<file path="src/rtl/sdram_port_arb.sv">
// sdram_port_arb: detects client access starts, keeps one request slot per client and
// round-robins them onto a single toggle-handshake SDRAM controller port.
module sdram_port_arb #(
    parameter int NPORTS    = 2,
    parameter int AW        = 16,
    parameter bit RD_RETRIG = 1'b1
) (
    input  logic                 clk,
    input  logic                 init_n,
    input  logic [NPORTS-1:0]    cli_cs,
    input  logic [NPORTS-1:0]    cli_oe,
    input  logic [NPORTS-1:0]    cli_we,
    input  logic [NPORTS*AW-1:0] cli_a,
    input  logic [NPORTS*8-1:0]  cli_d,
    output logic [NPORTS*8-1:0]  cli_q,
    output logic [NPORTS-1:0]    cli_busy,
    output logic                 sd_req,
    input  logic                 sd_ack,
    output logic [AW-1:0]        sd_a,
    output logic [1:0]           sd_ds,
    output logic                 sd_we,
    output logic [15:0]          sd_d,
    input  logic [15:0]          sd_q
);
    localparam int PW = NPORTS > 1 ? $clog2(NPORTS) : 1;

    if (NPORTS < 1 || NPORTS > 4) begin : g_bad_nports
        $error("sdram_port_arb: NPORTS must be 1..4");
    end

    typedef enum logic [1:0] {IDLE, ISSUE, WAIT, DONE} state_t;

    state_t            state, state_nx;
    logic [NPORTS-1:0] rd, wr, rd_h, wr_h, start, pend, slot_we;
    logic [AW-1:0]     a_h    [NPORTS];
    logic [AW-1:0]     slot_a [NPORTS];
    logic [7:0]        slot_d [NPORTS];
    logic [PW-1:0]     rr, g, gnt;
    logic              gnt_ok;

    assign rd = cli_cs & cli_oe;
    assign wr = cli_cs & cli_we;

    always_comb begin
        start = '0;
        for (int p = 0; p < NPORTS; p++)
            start[p] = (rd[p] && !rd_h[p]) || (wr[p] && !wr_h[p]) ||
                       (RD_RETRIG && rd[p] && cli_a[p*AW +: AW] != a_h[p]);
    end

    // Scan downwards so the last hit is the first pending port at or after rr.
    always_comb begin
        gnt_ok = 1'b0;
        gnt    = '0;
        for (int i = NPORTS - 1; i >= 0; i--) begin
            if (pend[(int'(rr) + i) % NPORTS]) begin
                gnt_ok = 1'b1;
                gnt    = PW'((int'(rr) + i) % NPORTS);
            end
        end
    end

    always_comb begin
        state_nx = state == IDLE  ? (gnt_ok ? ISSUE : IDLE) :
                   state == ISSUE ? WAIT :
                   state == WAIT  ? (sd_ack == sd_req ? DONE : WAIT) : IDLE;
    end

    always_ff @(posedge clk or negedge init_n) begin
        if (!init_n)
            state <= IDLE;
        else
            state <= state_nx;
    end

    always_ff @(posedge clk or negedge init_n) begin
        if (!init_n) begin
            rd_h     <= '0;
            wr_h     <= '0;
            pend     <= '0;
            slot_we  <= '0;
            cli_busy <= '0;
            cli_q    <= '0;
            rr       <= '0;
            g        <= '0;
            sd_req   <= 1'b0;
            sd_a     <= '0;
            sd_ds    <= '0;
            sd_we    <= 1'b0;
            sd_d     <= '0;
            for (int p = 0; p < NPORTS; p++) begin
                a_h[p]    <= '0;
                slot_a[p] <= '0;
                slot_d[p] <= '0;
            end
        end else begin
            rd_h <= rd;
            wr_h <= wr;
            for (int p = 0; p < NPORTS; p++)
                a_h[p] <= cli_a[p*AW +: AW];
            if (state == IDLE && gnt_ok) begin
                g         <= gnt;
                sd_a      <= slot_a[gnt];
                sd_we     <= slot_we[gnt];
                sd_d      <= {2{slot_d[gnt]}};
                sd_ds     <= slot_we[gnt] ? {slot_a[gnt][0], ~slot_a[gnt][0]} : 2'b11;
                pend[gnt] <= 1'b0;
            end
            if (state == ISSUE)
                sd_req <= ~sd_req;
            if (state == DONE) begin
                if (!sd_we)
                    cli_q[int'(g)*8 +: 8] <= sd_a[0] ? sd_q[15:8] : sd_q[7:0];
                cli_busy[g] <= pend[g];
                rr          <= PW'((int'(g) + 1) % NPORTS);
            end
            // A new start overrides the grant/done updates above: set wins.
            for (int p = 0; p < NPORTS; p++) begin
                if (start[p]) begin
                    slot_a[p]   <= cli_a[p*AW +: AW];
                    slot_d[p]   <= cli_d[p*8 +: 8];
                    slot_we[p]  <= wr[p];
                    pend[p]     <= 1'b1;
                    cli_busy[p] <= 1'b1;
                end
            end
        end
    end
endmodule

</file>
<file path="config.mk">
export PLATFORM = sky130hd
export DESIGN_NAME = sdram_port_arb
export DESIGN_NICKNAME = d
export VERILOG_FILES = /design/src/rtl/sdram_port_arb.sv
export SDC_FILE = /design/constraint.sdc
export NUM_CORES = 1
export LEC_CHECK = 0
export CORE_MARGIN = 5
export CORE_UTILIZATION = 41
export CTS_CLUSTER_SIZE = 30
export DETAILED_ROUTE_END_ITERATION = 10
export PLACE_DENSITY = 0.69
export SLEW_MARGIN = 25
export SYNTH_ARGS = -nofsm -noshare
export SYNTH_HDL_FRONTEND = slang
export SYNTH_SLANG_ARGS = --single-unit
</file>
<file path="constraint.sdc">
create_clock -name clk -period 1.79 [get_ports clk]
set_input_delay 0.179 -clock clk [delete_from_list [all_inputs] [get_ports clk]]
set_output_delay 0.179 -clock clk [all_outputs]
set_load 0.02 [all_outputs]
</file>
==> results.cfg <==
[outcome]
violations = setup timing
status = complete, but fails checks

[synth]
syn-cell-area_mm2 = 0.00568
synth-xor-area-share_pct = 5.24
yosysWarningCount = 0
ys_seq_area_share_pct = 60.8
synth-simple-area-share_pct = 6.76
synth_top_family_by_area = multiplexers
synth.area.mux_share_pct = 17.7
synthTopCellsByArea = dfrtp_1 (61%), mux2_4 (7.4%), mux2i_1 (6.0%), mux2_2 (4.4%), xnor2_1 (4.2%)
synth_top_area_share_pct = 60.8
synth_compound_area_share_pct = 5.57
syn-num-nets = 492
synthAdderAreaFrac_pct = 0.881
syn-instance-count = 415
synth.ff_latch_count = 138
yosysTopAreaCell = dfrtp_1
yosysUniqueCellTypes = 32
synth.avg_cell_area_um2 = 13.7

[grt]
grt_pass1_wl_mm = 21.0
grt_pass1_vias = 4114
grt_usage_pct = 16.5
globalRouteOverflowTotal = 0
grt_max_degree = 57
antenna_found_initial = 0

[pwr]
netSwitchingPower_mw = 4.06
vdd_ir_drop_max_uv = 707
swShare_pct = 32.1
p_leak_nw = 3.59
p_per_area_mw_per_mm2 = 1560
power_mw = 12.7
seq_power_share_pct = 34.7
p_comb_share_pct = 36.6
power.share.clock_pct = 28.6
internal_power_mw = 8.59

[critical_path]
slowest_delay_ns = 0.39
path_buf_inv = 2
endpoint_kind = flop
worstPathArrival_ns = 2.23
cp_top_family = flip-flops
path_cells = xnor2_2, nand4_1, nor3_2, buf_4, a41oi_4, buf_12, mux2_4
crit_required_ns = 2.07
path_max_fanout = 16
critical_path_class = reg2reg
start_kind = flop
slowest_stage = dfrtp_1

[drt]
routed_via_density = 4.76
avgRoutedWirePerCell_um = 16.5
post-route-drc-count = 0
dr.pass1.iters = 4
ant_nets = 0
vias = 3677
drtIter0Drc = 208
wirelength_mm = 12.8

[die]
start_util_pct = 41.4
rows = 43
die_height_um = 128
pin_count = 127
die-area_mm2 = 0.0163
design.core.area_mm2 = 0.0137
die_x_um = 128

[sta]
period_share_pct = 109
finClkSkew_ns = 0.00557
hold_viol = 0
setup_slack_ns = -0.154
slew_viol_final = 0
rsz0062_at_grt = true
relSlewSlack_pct = 61.5
period_needed_ns = 1.94
setup_viol_count_final = 52
fmax_mhz = 515
worst_pin_slew_ns = 0.575

[clock_tree]
cts_tree = yes
clk_pin_slew_worst_paths_ns = 0.05
post_cts_buffers = 0
htreeDepth = 4
clock_path_buffers = 2
cts_buffers = 17
root_buffer = clkbuf_16
clk_latency_ns = 0.40
cts.sinks = 138

[place]
hpwlAfterDp_mm = 9.31
postPlaceCellArea_mm2 = 0.00743
dp.cells = 740
gp_congestion = 0.780
numPortBuffers = 126

[min_path]
hold_path_class = in2async

[finish]
nFillCells = 1082
drive_gt1_share_pct = 24.1
diodes = 0
fin_util_pct = 59.2
nets = 657
fin_cells = 773
syn2layout_area_growth_pct = 42.9
fin_area_mm2 = 0.00812

[job]
maxCapViolCount = 0
-- registers in the layout, indices dropped and copies added (netlist names), 2 cells and up --
name / flops
a_h: 32
cli_busy: 2
cli_q: 16
pend: 2
rd_h: 2
sd_a: 16
sd_d: 8
sd_ds: 2
slot_a: 32
slot_d: 16
slot_we: 2
state: 2
wr_h: 2
-- layout by cell type (no fill, tap or decap), types with 3 or more instances in the layout --
cell,instances
inv_1,5
a21oi_1,9
clkbuf_1,3
ha_1,4
buf_4,35
buf_12,5
o21ai_0,36
clkbuf_16,17
dfrtp_1,138
nor2_1,12
buf_6,4
mux2_4,28
bufinv_16,3
clkbuf_8,6
nand2_1,39
mux2i_1,32
nand4_1,6
mux2_2,22
xor2_1,7
xnor2_2,3
xnor2_1,24
clkdlybuf4s50_1,125
-- synthesized netlist by cell type --
library cell    n
ha_1            4
and2_1          2
or2_2           1
xnor2_1        27
nand3_1         1
mux2_2         22
nor3_1          2
nor4_4          2
dfrtp_1       138
inv_1           5
nand3b_1        1
mux2i_1        34
o21ai_0        38
buf_6           4
nor2b_4         2
a21boi_0        1
nor2b_1         1
mux2_4         28
nor2_1         12
and2_4          2
xor2_1          7
a21o_2          1
nand4_1         6
nand2_1        39
a41oi_4         2
clkbuf_1        9
buf_2           3
nor3b_1         1
buf_4           8
a21oi_1         9
nand2b_1        2
a311o_1         1
-- layer usage --
| layer | global-route usage [%] | part of all wire, % | up-vias |
|---|---|---|---|
| met1 | 21.5 | 45 | 1830 |
| met2 | 27.0 | 49 | 93 |
| li1 | - | - | 1742 |
| met4 | 4.68 | 1.2 | 0 |
| met5 | 0 | 0 | - |
| met3 | 4.71 | 5.3 | 12 |
-- area by class of cell --
cell class | count | area (µm²) | area share, %
inverter | 5 | 18.8 | 0.231
tap | 180 | 225 | 2.77
clock inverter | 6 | 108 | 1.33
multi-input combinational | 248 | 2130 | 26.2
clock buffer | 26 | 519 | 6.39
sequential | 138 | 3450 | 42.5
timing repair buffer | 170 | 1670 | 20.6
-- cell families (layout without fill, tap and decap cells) --
family | Yosys count | after routing
buffers and inverters | 29 | 207
flip-flops | 138 | 138
AND/OR/NAND/NOR | 74 | 74
adder cells (fa/ha/maj) | 4 | 4
AO/OA/AOI/OAI | 52 | 52
multiplexers | 84 | 84
XOR/XNOR | 34 | 34
-- worst paths after layout --
kind	startpoint	endpoint	slack, ns	depth (start not counted)
max in group asynchronous	init_n	sd_a[13]$_DFFE_PN0P_	0.90	3
max	a_h[30]$_DFF_PN0_	slot_a[27]$_DFFE_PN0P_	-0.15	7
min in group clk	cli_a[19]	a_h[3]$_DFF_PN0_	0.31	1
max reg2reg	a_h[30]$_DFF_PN0_	slot_a[27]$_DFFE_PN0P_	-0.15	7
min	init_n	sd_a[4]$_DFFE_PN0P_	0.29	2
min reg2reg	sd_ds[1]$_DFFE_PN0P_	sd_ds[1]$_DFFE_PN0P_	0.47	2
-- repair_timing --
action / in CTS / in global routing
endpoints found under the setup margin: 54 / 55
gates resized for setup: 7 / 4
pin swaps: 4 / 4
hold buffers: 1 / 0
hold endpoints to repair: 44 / 0
-- power groups by stage --
stage / clock network, mW / registers (mW) / logic (mW)
finish: 3.62 / 4.39 / 4.64
global route: 3.84 / 4.51 / 5.04
CTS: 3.70 / 4.40 / 4.68
detailed placement: 0 / 4.45 / 4.64
global placement: 0 / 4.42 / 4.55
floorplan: 0 / 4.94 / 2.05
-- stage by stage --
stage	hold WS, ns	setup WS, ns	setup TNS, ns
after CTS	0.294	-0.124	-4.99
after detailed placement	0.152	-0.436	-22.34
after global routing	0.305	-0.226	-8.95
final	0.289	-0.154	-4.88
after floorplan	-0.117	0.0295	0
after global placement	0.148	-0.454	-22.45
Power figures use the tool's default switching activity.
